$ cat config.mk
export PLATFORM = sky130hd
export DESIGN_NAME = xadc_drp_arbiter_flat
export DESIGN_NICKNAME = d
export VERILOG_FILES = /design/src/rtl/xadc_drp_arbiter_pkg.sv /design/src/rtl/xadc_drp_arbiter_if.sv /design/src/rtl/xadc_drp_arbiter_rr.sv /design/src/rtl/xadc_drp_arbiter.sv /design/src/flat_wrapper.sv
export SDC_FILE = /design/constraint.sdc
export NUM_CORES = 1
export LEC_CHECK = 0
export CAP_MARGIN = 20
export CORE_MARGIN = 10
export CORE_UTILIZATION = 45
export CTS_CLUSTER_DIAMETER = 200
export DETAILED_ROUTE_END_ITERATION = 16
export DONT_BUFFER_PORTS = 1
export GPL_TIMING_DRIVEN = 0
export PLACE_DENSITY_LB_ADDON = 0.15
export SYNTH_ARGS = -nofsm -noshare
export SYNTH_HDL_FRONTEND = slang
export SYNTH_SLANG_ARGS = --single-unit
$ cat constraint.sdc
create_clock -name DCLK -period 2.7 [get_ports DCLK]
set_input_delay 0.81 -clock DCLK [delete_from_list [all_inputs] [get_ports DCLK]]
set_output_delay 0.81 -clock DCLK [all_outputs]
set_load 0.01 [all_outputs]
$ cat src/rtl/xadc_drp_arbiter_pkg.sv
// Shared types and constants for the XADC DRP arbiter: DRP bus widths,
// arbiter FSM states, XADC register addresses and the pointer-wrap helper.
package xadc_drp_arbiter_pkg;

  localparam int DRP_AW = 7;
  localparam int DRP_DW = 16;

  typedef enum logic [1:0] {
    ST_IDLE  = 2'd0,
    ST_ISSUE = 2'd1,
    ST_WAIT  = 2'd2,
    ST_DONE  = 2'd3
  } state_e;

  // XADC status and configuration register addresses commonly polled or written
  typedef enum logic [6:0] {
    XREG_TEMP    = 7'h00,
    XREG_VCCINT  = 7'h01,
    XREG_VCCAUX  = 7'h02,
    XREG_VPVN    = 7'h03,
    XREG_VCCBRAM = 7'h06,
    XREG_VAUX0   = 7'h10,
    XREG_VAUX1   = 7'h11,
    XREG_VAUX2   = 7'h12,
    XREG_VAUX3   = 7'h13,
    XREG_VAUX8   = 7'h18,
    XREG_CFG0    = 7'h40,
    XREG_CFG1    = 7'h41,
    XREG_CFG2    = 7'h42
  } xadc_reg_e;

  // Round-robin successor of a requester index, wrapping at n
  function automatic int rr_next(input int idx, input int n);
    return (idx + 1 >= n) ? 0 : idx + 1;
  endfunction

endpackage

$ cat src/rtl/xadc_drp_arbiter_if.sv
// Bundles the requester handshake and the XADC DRP bus. The arbiter uses
// the slave view; requesters plus the XADC primitive form the master side.
interface xadc_drp_arbiter_if #(
  parameter int NUM_REQ = 3
) ();
  import xadc_drp_arbiter_pkg::*;

  logic [NUM_REQ-1:0]        req_valid;
  logic [NUM_REQ-1:0]        req_we;
  logic [DRP_AW*NUM_REQ-1:0] req_addr;
  logic [DRP_DW*NUM_REQ-1:0] req_di;
  logic [NUM_REQ-1:0]        req_ack;
  logic [NUM_REQ-1:0]        req_err;
  logic [DRP_DW-1:0]         rd_data;
  logic [DRP_AW-1:0]         drp_daddr;
  logic                      drp_den;
  logic                      drp_dwe;
  logic [DRP_DW-1:0]         drp_di;
  logic [DRP_DW-1:0]         drp_do;
  logic                      drp_drdy;
  logic                      arb_busy;

  modport slave (
    input  req_valid, req_we, req_addr, req_di, drp_do, drp_drdy,
    output req_ack, req_err, rd_data, drp_daddr, drp_den, drp_dwe, drp_di, arb_busy
  );

  modport master (
    output req_valid, req_we, req_addr, req_di, drp_do, drp_drdy,
    input  req_ack, req_err, rd_data, drp_daddr, drp_den, drp_dwe, drp_di, arb_busy
  );

endinterface

$ cat src/rtl/xadc_drp_arbiter_rr.sv
// Combinational round-robin picker: the first requesting index at or after
// the pointer (wrapping) wins. Returns the grant one-hot and as an index.
module xadc_drp_arbiter_rr #(
  parameter int NUM_REQ = 3,
  parameter int IDX_W   = 2
) (
  input  logic [NUM_REQ-1:0] req_i,
  input  logic [IDX_W-1:0]   ptr_i,
  output logic [NUM_REQ-1:0] gnt_oh_o,
  output logic [IDX_W-1:0]   gnt_idx_o
);

  // Scan NUM_REQ positions starting at the pointer; only the first hit is kept
  always_comb begin
    logic             found;
    logic [IDX_W-1:0] sel;
    gnt_oh_o  = '0;
    gnt_idx_o = '0;
    found     = 1'b0;
    sel       = '0;
    for (int k = 0; k < NUM_REQ; k++) begin
      sel = IDX_W'((int'(ptr_i) + k) % NUM_REQ);
      if (!found && req_i[sel]) begin
        found          = 1'b1;
        gnt_oh_o[sel]  = 1'b1;
        gnt_idx_o      = sel;
      end
    end
  end

endmodule

$ cat src/rtl/xadc_drp_arbiter.sv
// Shares one XADC DRP port between NUM_REQ requesters. One transaction in
// flight, round-robin service, DRDY timeout per transaction. All outputs
// come straight from registers.
module xadc_drp_arbiter
  import xadc_drp_arbiter_pkg::*;
#(
  parameter int NUM_REQ = 3,
  parameter int TIMEOUT = 255,
  parameter int CNT_W   = 8
) (
  input logic               DCLK,
  input logic               RESET,
  xadc_drp_arbiter_if.slave bus
);

  localparam int IDX_W = (NUM_REQ > 1) ? $clog2(NUM_REQ) : 1;

  state_e             state_q, state_d;
  logic [IDX_W-1:0]   ptr_q, ptr_d;
  logic [IDX_W-1:0]   gnt_q, gnt_d;
  logic [NUM_REQ-1:0] gnt_oh_q, gnt_oh_d;
  logic [CNT_W-1:0]   cnt_q, cnt_d;
  logic [NUM_REQ-1:0] ack_q, ack_d;
  logic [NUM_REQ-1:0] err_q, err_d;
  logic [DRP_DW-1:0]  rd_data_q, rd_data_d;
  logic [DRP_DW-1:0]  di_q, di_d;
  logic [DRP_AW-1:0]  daddr_q, daddr_d;
  logic               den_q, den_d;
  logic               dwe_q, dwe_d;
  logic               busy_q, busy_d;

  logic [NUM_REQ-1:0] pick_oh;
  logic [IDX_W-1:0]   pick_idx;
  logic [DRP_AW-1:0]  sel_addr;
  logic [DRP_DW-1:0]  sel_di;
  logic               sel_we;

  xadc_drp_arbiter_rr #(
    .NUM_REQ (NUM_REQ),
    .IDX_W   (IDX_W)
  ) u_rr (
    .req_i     (bus.req_valid),
    .ptr_i     (ptr_q),
    .gnt_oh_o  (pick_oh),
    .gnt_idx_o (pick_idx)
  );

  // One-hot mux of the picked requester's fields; nobody else's are used
  always_comb begin
    sel_addr = '0;
    sel_di   = '0;
    sel_we   = 1'b0;
    for (int i = 0; i < NUM_REQ; i++) begin
      if (pick_oh[i]) begin
        sel_addr = bus.req_addr[i*DRP_AW +: DRP_AW];
        sel_di   = bus.req_di[i*DRP_DW +: DRP_DW];
        sel_we   = bus.req_we[i];
      end
    end
  end

  // FSM next state, DRP strobes, completion pulses and timeout counter
  always_comb begin
    state_d   = state_q;
    ptr_d     = ptr_q;
    gnt_d     = gnt_q;
    gnt_oh_d  = gnt_oh_q;
    cnt_d     = cnt_q;
    ack_d     = '0;
    err_d     = '0;
    rd_data_d = rd_data_q;
    daddr_d   = daddr_q;
    di_d      = di_q;
    den_d     = 1'b0;
    dwe_d     = 1'b0;
    unique case (state_q)
      ST_IDLE: begin
        if (|bus.req_valid) begin
          gnt_d    = pick_idx;
          gnt_oh_d = pick_oh;
          daddr_d  = sel_addr;
          di_d     = sel_di;
          // DEN/DWE are registered, so raising them here lands them in ISSUE
          den_d    = 1'b1;
          dwe_d    = sel_we;
          state_d  = ST_ISSUE;
        end
      end
      ST_ISSUE: begin
        cnt_d   = '0;
        state_d = ST_WAIT;
      end
      ST_WAIT: begin
        // DRDY is checked first so it wins over a coincident timeout
        if (bus.drp_drdy) begin
          rd_data_d = bus.drp_do;
          ack_d     = gnt_oh_q;
          state_d   = ST_DONE;
        end else if (cnt_q == CNT_W'(TIMEOUT)) begin
          err_d   = gnt_oh_q;
          state_d = ST_DONE;
        end else begin
          cnt_d = cnt_q + 1'b1;
        end
      end
      ST_DONE: begin
        ptr_d   = IDX_W'(rr_next(int'(gnt_q), NUM_REQ));
        state_d = ST_IDLE;
      end
      default: state_d = ST_IDLE;
    endcase
    busy_d = (state_d != ST_IDLE);
  end

  // State, pointer, latched request and registered outputs
  always_ff @(posedge DCLK or negedge RESET) begin
    if (!RESET) begin
      state_q   <= ST_IDLE;
      ptr_q     <= '0;
      gnt_q     <= '0;
      gnt_oh_q  <= '0;
      cnt_q     <= '0;
      ack_q     <= '0;
      err_q     <= '0;
      rd_data_q <= '0;
      daddr_q   <= '0;
      di_q      <= '0;
      den_q     <= 1'b0;
      dwe_q     <= 1'b0;
      busy_q    <= 1'b0;
    end else begin
      state_q   <= state_d;
      ptr_q     <= ptr_d;
      gnt_q     <= gnt_d;
      gnt_oh_q  <= gnt_oh_d;
      cnt_q     <= cnt_d;
      ack_q     <= ack_d;
      err_q     <= err_d;
      rd_data_q <= rd_data_d;
      daddr_q   <= daddr_d;
      di_q      <= di_d;
      den_q     <= den_d;
      dwe_q     <= dwe_d;
      busy_q    <= busy_d;
    end
  end

  assign bus.req_ack   = ack_q;
  assign bus.req_err   = err_q;
  assign bus.rd_data   = rd_data_q;
  assign bus.drp_daddr = daddr_q;
  assign bus.drp_den   = den_q;
  assign bus.drp_dwe   = dwe_q;
  assign bus.drp_di    = di_q;
  assign bus.arb_busy  = busy_q;

endmodule

$ cat src/flat_wrapper.sv
// flat-port wrapper written by rule: the top's interface ports become plain ports
module xadc_drp_arbiter_flat import xadc_drp_arbiter_pkg::*;
#(
  parameter int NUM_REQ = 3,
  parameter int TIMEOUT = 255,
  parameter int CNT_W   = 8
)
  (DCLK, RESET, bus_req_valid, bus_req_we, bus_req_addr, bus_req_di, bus_drp_do, bus_drp_drdy, bus_req_ack, bus_req_err, bus_rd_data, bus_drp_daddr, bus_drp_den, bus_drp_dwe, bus_drp_di, bus_arb_busy);
  xadc_drp_arbiter_if #(.NUM_REQ(NUM_REQ)) bus_i ();
  input logic DCLK;
  input logic RESET;
  input wire logic [$bits(bus_i.req_valid)-1:0] bus_req_valid;
  input wire logic [$bits(bus_i.req_we)-1:0] bus_req_we;
  input wire logic [$bits(bus_i.req_addr)-1:0] bus_req_addr;
  input wire logic [$bits(bus_i.req_di)-1:0] bus_req_di;
  input wire logic [$bits(bus_i.drp_do)-1:0] bus_drp_do;
  input wire logic [$bits(bus_i.drp_drdy)-1:0] bus_drp_drdy;
  output wire logic [$bits(bus_i.req_ack)-1:0] bus_req_ack;
  output wire logic [$bits(bus_i.req_err)-1:0] bus_req_err;
  output wire logic [$bits(bus_i.rd_data)-1:0] bus_rd_data;
  output wire logic [$bits(bus_i.drp_daddr)-1:0] bus_drp_daddr;
  output wire logic [$bits(bus_i.drp_den)-1:0] bus_drp_den;
  output wire logic [$bits(bus_i.drp_dwe)-1:0] bus_drp_dwe;
  output wire logic [$bits(bus_i.drp_di)-1:0] bus_drp_di;
  output wire logic [$bits(bus_i.arb_busy)-1:0] bus_arb_busy;
  assign bus_i.req_valid = bus_req_valid;
  assign bus_i.req_we = bus_req_we;
  assign bus_i.req_addr = bus_req_addr;
  assign bus_i.req_di = bus_req_di;
  assign bus_i.drp_do = bus_drp_do;
  assign bus_i.drp_drdy = bus_drp_drdy;
  assign bus_req_ack = bus_i.req_ack;
  assign bus_req_err = bus_i.req_err;
  assign bus_rd_data = bus_i.rd_data;
  assign bus_drp_daddr = bus_i.drp_daddr;
  assign bus_drp_den = bus_i.drp_den;
  assign bus_drp_dwe = bus_i.drp_dwe;
  assign bus_drp_di = bus_i.drp_di;
  assign bus_arb_busy = bus_i.arb_busy;
  xadc_drp_arbiter #(.NUM_REQ(NUM_REQ), .TIMEOUT(TIMEOUT), .CNT_W(CNT_W)) u_core (.DCLK(DCLK), .RESET(RESET), .bus(bus_i));
endmodule
Yosys cells after proc, flatten, opt, wreduce, memory -nomap -nowiden
Cells that the tools add are included.
{"block": "op_classes", "add_sub_neg": 4, "div": 3, "magnitude_cmp": 7, "eq_ne": 6, "muxes": 46, "bitwise_logic": 2, "reduce_logical": 14}
{"operator": "$mod A32 B3 Y32 const B", "count": 2}
{"operator": "$mux W16", "count": 3}
{"operator": "$mod A3 B3 Y32 const B", "count": 1}
{"operator": "$mux W3", "count": 8}
{"operator": "$mux W7", "count": 3}
{"operator": "$mux W8", "count": 2}
{"operator": "$pmux W8 S2", "count": 1}
{"operator": "$mux W1", "count": 15}
{"operator": "$mux W2", "count": 7}
{"operator": "$lt A2 B3 Y1 const B", "count": 3}
{"operator": "$add A8 B1 Y8 const B", "count": 1}
{"operator": "$eq A8 B8 Y1 const B", "count": 1}
{"operator": "$pmux W2 S4", "count": 1}
{"operator": "$add A2 B1 Y3 const B", "count": 2}
{"operator": "$bmux W1 S2", "count": 3}
{"operator": "$demux W1 S2", "count": 3}
{"operator": "$ge A2 B1 Y1 const B", "count": 3}
{"operator": "$or A3 B3 Y3", "count": 2}
{"operator": "$logic_and A1 B1 Y1", "count": 5}
{"operator": "$eq A2 B2 Y1 const B", "count": 2}
{"operator": "$ne A2 B2 Y1 const B", "count": 2}
{"operator": "$reduce_and A2 Y1", "count": 2}
{"operator": "$reduce_bool A2 Y1", "count": 2}
{"operator": "$add A2 B2 Y3 const B", "count": 1}
{"operator": "6 further kinds", "count": 7}
{"block": "totals", "register_bits": 65, "input_bits": 94, "output_inout_bits": 48, "wordCells": 95}

Logic depth before layout (Yosys ltp)
{"block": "depth", "depth_word": 15, "depth_mapped": 10, "depth_no_buf": 8}

Hierarchy
From an unflattened synthesis, not the netlist that was laid out.
{"block": "hier_totals", "cells_unflattened": 303, "hier_area_um2": 3279.4}
{"mod": "xadc_drp_arbiter", "instances": 1, "cells_each": 265, "area_each_um2": 3012.9, "seq_area_each_um2": 1626.6}
{"mod": "xadc_drp_arbiter_rr", "instances": 1, "cells_each": 38, "area_each_um2": 266.5, "seq_area_each_um2": 0.0}

Worst setup path before layout
No wires, ideal clock.
{"block": "synth_path", "path_type": "reg-to-reg", "startpoint": "register u_core.ptr_q[0]", "endpoint": "register u_core.di_q[3] (netlist: u_core.bus.drp_di[3])", "setup_time_ns": 0.135, "arrival_ns": 1.885, "required_ns": 2.565, "path_slack_ns": 0.680, "path_stages_with_launch": 11, "path_buffers": 2, "period_less_slack_ns": 2.020, "path_cell_list": "dfrtp_1 > inv_1 > ha_1 > buf_4 > mux2i_1 > o21ai_2 > a211oi_2 > nor3_4 > buf_2 > a22oi_1 > o211ai_1"}
{"block": "synth_between", "elab_chain_cells": 13, "elab_cells_between_ends": 40, "classes_between": "add/sub: 2; div: 3; order compare: 6; mux: 20; bitwise: 2; reduce/logical: 7"}
{"item": "from (decl)", "line": "xadc_drp_arbiter.sv:19", "source": "logic [IDX_W-1:0] ptr_q, ptr_d;"}
{"item": "from (signal assigned)", "line": "xadc_drp_arbiter.sv:133", "source": "ptr_q <= ptr_d;"}
{"item": "$add A2 B1 Y3 or $mod A3 B3 Y32 (tied branches)", "line": "xadc_drp_arbiter_rr.sv:22", "source": "sel = IDX_W'((int'(ptr_i) + k) % NUM_REQ);"}
{"item": "$mod A32 B3 Y32, or another cell as far along", "line": "xadc_drp_arbiter_rr.sv:22"}
{"item": "$lt A2 B3 Y1 (not written as such), or another cell as far along", "line": "xadc_drp_arbiter_rr.sv:25", "source": "gnt_oh_o[sel] = 1'b1;"}
{"item": "$logic_and A1 B1 Y1 (not written as such), or another cell as far along", "line": "xadc_drp_arbiter_rr.sv:25"}
{"item": "$mux W1 (not written as such), or another cell as far along", "line": "xadc_drp_arbiter_rr.sv:25"}
{"item": "$demux W1 S2, or another cell as far along", "line": "xadc_drp_arbiter_rr.sv:25"}
{"item": "$or A3 B3 Y3 (no line) or $mux W1 (tied branches)"}
{"item": "$mux W3 or $logic_not A1 Y1 (tied branches)", "line": "xadc_drp_arbiter_rr.sv:23", "source": "if (!found && req_i[sel]) begin"}
{"item": "$or A3 B3 Y3 (no line) or $logic_and A1 B1 Y1 (tied branches)"}
{"item": "$mux W3 *", "line": "xadc_drp_arbiter_rr.sv:23"}
{"item": "$mux W16 (2 in series)", "line": "xadc_drp_arbiter.sv:54", "source": "if (pick_oh[i]) begin"}
{"item": "$mux W16 *", "line": "xadc_drp_arbiter.sv:54"}
{"item": "to (signal assigned)", "line": "xadc_drp_arbiter.sv:141", "source": "di_q <= di_d;"}
{"item": "to (decl)", "line": "xadc_drp_arbiter.sv:26", "source": "logic [DRP_DW-1:0] di_q, di_d;"}
Mark *: on every way between the ends. The rest lies on a longest branch, timed or not. The select of a mux whose other input is x is not followed.
A chain may end at the register's enable or synchronous reset.

Final worst setup path
{"block": "layout_path", "startpoint": "register u_core.ptr_q[0]", "endpoint": "register u_core.di_q[6] (netlist: u_core.bus.drp_di[6])"}
The elaborated chain is that of the path after synthesis.

==> impl_metrics.toml <==
[grt]
first_global_vias = 2515
grt_use_met2_pct = 24.5
grt_overflow = 0
grt_max_degree = 66
use_met3_pct = 9.52
antenna_found_initial = 0
global_route_hottest_layer = "met2"
first_pass_grt_wire_length_um = 14200
met1_usage_pct = 18.2
total_global_route_track_usage_pct = 16.0

[routing]
dr.pass1.iters = 4
postRouteAntennaNets = 0
num_vias = 2476
first_iter_violations = 109
drt-vias-per-instance = 5.88
drc_errors = 0
routed_wire_length_per_instance_um = 21.5
drt-total-wl_um = 9040

[timing]
slew-limit-headroom_pct = 65.1
final.setup.tns_ns = 0
hold_violations = 0
max_clock_freq_ghz = 0.427
post-route-worst-setup-slack_ns = 0.358
clock-skew-final_ns = 0.00997
finalSetupViolCount = 0
rsz0062_at_grt = "false"
post_route_worst_hold_slack_ns = 0.169
max_slew.worst_pin.slew_ns = 0.524
final-max-slew-violation-count = 0
layout_worst_path_cycle_share_pct = 86.7
final_critical_delay_including_setup_and_external_delays_ns = 2.34

[floorplan]
io_pins = 142
core_um2 = 6910
dieHeight_um = 105
die-area_um2 = 11000
dieWidth_um = 105
floorplan.initialDensity_pct = 46.8
placement_rows = 30

[clocking]
clock_tree.buffer_depth = 2
clk_transition_reported_paths_ns = 0.08
tritoncts.num_buffers = 9
cts.sink_count = 65
cts_hold_buffers = 0
clk_latency_ns = 0.33
h-tree-depth = 3
count_of_buffers_added_by_post_cts_timing_repair_for_setup = 0
post_cts.resized_instances = 0
clock_tree_from_tritoncts = "built"
cts-root-buf = "sky130_fd_sc_hd__clkbuf_8"

[power_and_ir_drop]
vdd_drop_max_mv = 0.673
power_frac_seq_pct = 39.8
power-per-cell-area_nw_per_um2 = 1250
power.internal_w = 0.00262
total_power_consumption_w = 0.00446
power.share.clock_pct = 20.3
combPwrFrac_pct = 40.0
power.share.switching_pct = 41.3
power.switching_w = 0.00184
total_leakage_power_nw = 1.51

[synthesis]
syn_avg_cell_area_um2 = 10.5
syn_inst_count = 309
synth_seq_area_share_pct = 50.3
syn-cell-area_um2 = 3230
synth-seq-cells = 65
yosys_warnings = 0
synth_cell_types = 43
synth_nets = 412

[placed_design]
post-dp-hpwl_um = 6870
place.gp.congestion = 0.824
io_buffers = 0
detailedPlace.worstSlack_ns = 0.319

[critical_path]
worstPathRequired_ns = 2.95
crit_type = "register to register"
crit_path_max_fanout = 10
ff2ff_path_depth = 10
setup.worst_path.end_class = "register"
worstPathArrival_ns = 2.59
worst_setup_path_start_kind = "register"

[cells_and_area]
antenna-diode-count = 0
highest_count_cells_in_the_layout_ignoring_fill_and_taps = "65 x sky130_fd_sc_hd__dfrtp_1, 51 x sky130_fd_sc_hd__nand3_1, 24 x sky130_fd_sc_hd__a22oi_1, 23 x sky130_fd_sc_hd__o211ai_1, 16 x sky130_fd_sc_hd__mux2_2"
syn_to_final_growth_pct = 10.5
area_of_combinational_cells_with_multiple_inputs_um2 = 1470
finish.net_count = 423
nFillCells = 631
utilization_pct = 51.7
register_area_um2 = 1630
drive_above_1_share_pct = 19.1
layout.cells.most_common = "sky130_fd_sc_hd__dfrtp_1"

[min_path]
hold_class = "primary input to asynchronous set/reset pin"

[outcome]
run_status = "complete, no violations"

[flow_run]
max-cap-violations = 0
-- critical path: stages (launching register included) --
cell and delay [ns]:
sky130_fd_sc_hd__dfrtp_1 0.38, sky130_fd_sc_hd__inv_1 0.08, sky130_fd_sc_hd__ha_1 0.28, sky130_fd_sc_hd__buf_4 0.14
sky130_fd_sc_hd__nand2_1 0.06, sky130_fd_sc_hd__nor3_1 0.35, sky130_fd_sc_hd__a211oi_2 0.11, sky130_fd_sc_hd__nor3_4 0.32
sky130_fd_sc_hd__buf_2 0.31, sky130_fd_sc_hd__a22oi_1 0.11, sky130_fd_sc_hd__o211ai_1 0.13
-- cells in the mapped netlist, drive strengths merged --
cell type | instances | share of area [%]
a211oi | 1 | 0.39
a21o | 2 | 0.50
a21oi | 7 | 1.1
a22oi | 24 | 5.6
a311oi | 1 | 0.27
a32oi | 1 | 0.27
and2 | 3 | 0.58
and3 | 3 | 0.58
buf | 20 | 3.3
clkbuf | 1 | 0.12
dfrtp | 65 | 50
ha | 9 | 3.5
inv | 7 | 0.81
mux2 | 16 | 5.6
mux2i | 3 | 0.93
nand2 | 16 | 2.0
nand2b | 3 | 0.58
nand3 | 51 | 7.9
nand3b | 3 | 0.70
nand4 | 2 | 0.39
nor2 | 13 | 1.5
nor2b | 3 | 0.58
nor3 | 4 | 0.97
nor3b | 2 | 0.62
o211ai | 23 | 5.3
o21a | 1 | 0.27
o21ai | 13 | 2.2
o221ai | 1 | 0.46
o22a | 1 | 0.27
o22ai | 1 | 0.39
or2 | 3 | 0.58
or3 | 2 | 0.39
xnor2 | 2 | 0.54
xor2 | 2 | 0.54
-- metal layers --
metal / routed length [um] / vias up
li1: - / 1162
met1: 3610 / 1173
met2: 4080 / 126
met3: 1200 / 15
met4: 146 / 0
met5: 0 / -
-- cell type report --
type | instances | area share (%)
Sequential cell | 65 | 45.5
Multi-Input combinational cell | 216 | 41.2
Clock buffer | 9 | 3.47
Tap cell | 96 | 3.36
Buffer | 21 | 3.08
Clock inverter | 7 | 2.66
Inverter | 7 | 0.735
-- power by group through the flow --
| stage | sequential (W) | clock, W | combinational [W] |
|---|---|---|---|
| detailed placement | 0.00180 | 0 | 0.00180 |
| CTS | 0.00179 | 0.000932 | 0.00180 |
| finish | 0.00177 | 0.000903 | 0.00178 |
| global route | 0.00182 | 0.000980 | 0.00201 |
| global placement | 0.00180 | 0 | 0.00176 |
| floorplan | 0.00168 | 0 | 0.00145 |
-- state kept, by name, indices dropped and copies added, names as in the netlist --
name and count:
u_core.bus.drp_den 1, u_core.gnt_oh_q 3, u_core.state_q 2, u_core.bus.req_ack 3, u_core.bus.drp_dwe 1, u_core.bus.arb_busy 1, u_core.ptr_q 2, u_core.bus.drp_di 16
u_core.bus.req_err 3, u_core.cnt_q 8, u_core.gnt_q 2, u_core.bus.drp_daddr 7, u_core.bus.rd_data 16
-- metrics by stage --
step,cells,instance area (um2)
3_3_place_gp,405,3350
6_report,421,3570
2_1_floorplan,309,3230
5_1_grt,421,3570
4_1_cts,421,3570
3_5_place_dp,405,3350
-- worst paths after layout --
check	from	to	slack [ns]
max	u_core.ptr_q[0]	u_core.bus.drp_di[6]	0.36
max in group asynchronous	RESET	u_core.bus.drp_daddr[3]	2.42
min	RESET	u_core.cnt_q[0]	0.17
min in group DCLK	u_core.gnt_q[1]	u_core.gnt_q[1]	0.51
max reg2reg	u_core.ptr_q[0]	u_core.bus.drp_di[6]	0.36
min reg2reg	u_core.gnt_q[1]	u_core.gnt_q[1]	0.51
-- cell families (layout without fill, tap and decap cells) --
| kind of cell | Yosys count | after routing | synth area share (%) |
|---|---|---|---|
| buf+inv | 28 | 44 | 4.22 |
| fa+ha+maj | 9 | 9 | 3.48 |
| simple gates | 108 | 108 | 17.4 |
| mux | 19 | 19 | 6.50 |
| xor+xnor | 4 | 4 | 1.08 |
| compound gates | 76 | 76 | 17.1 |
| flops | 65 | 65 | 50.3 |
Note: power is estimated with default switching activity, not from simulation.
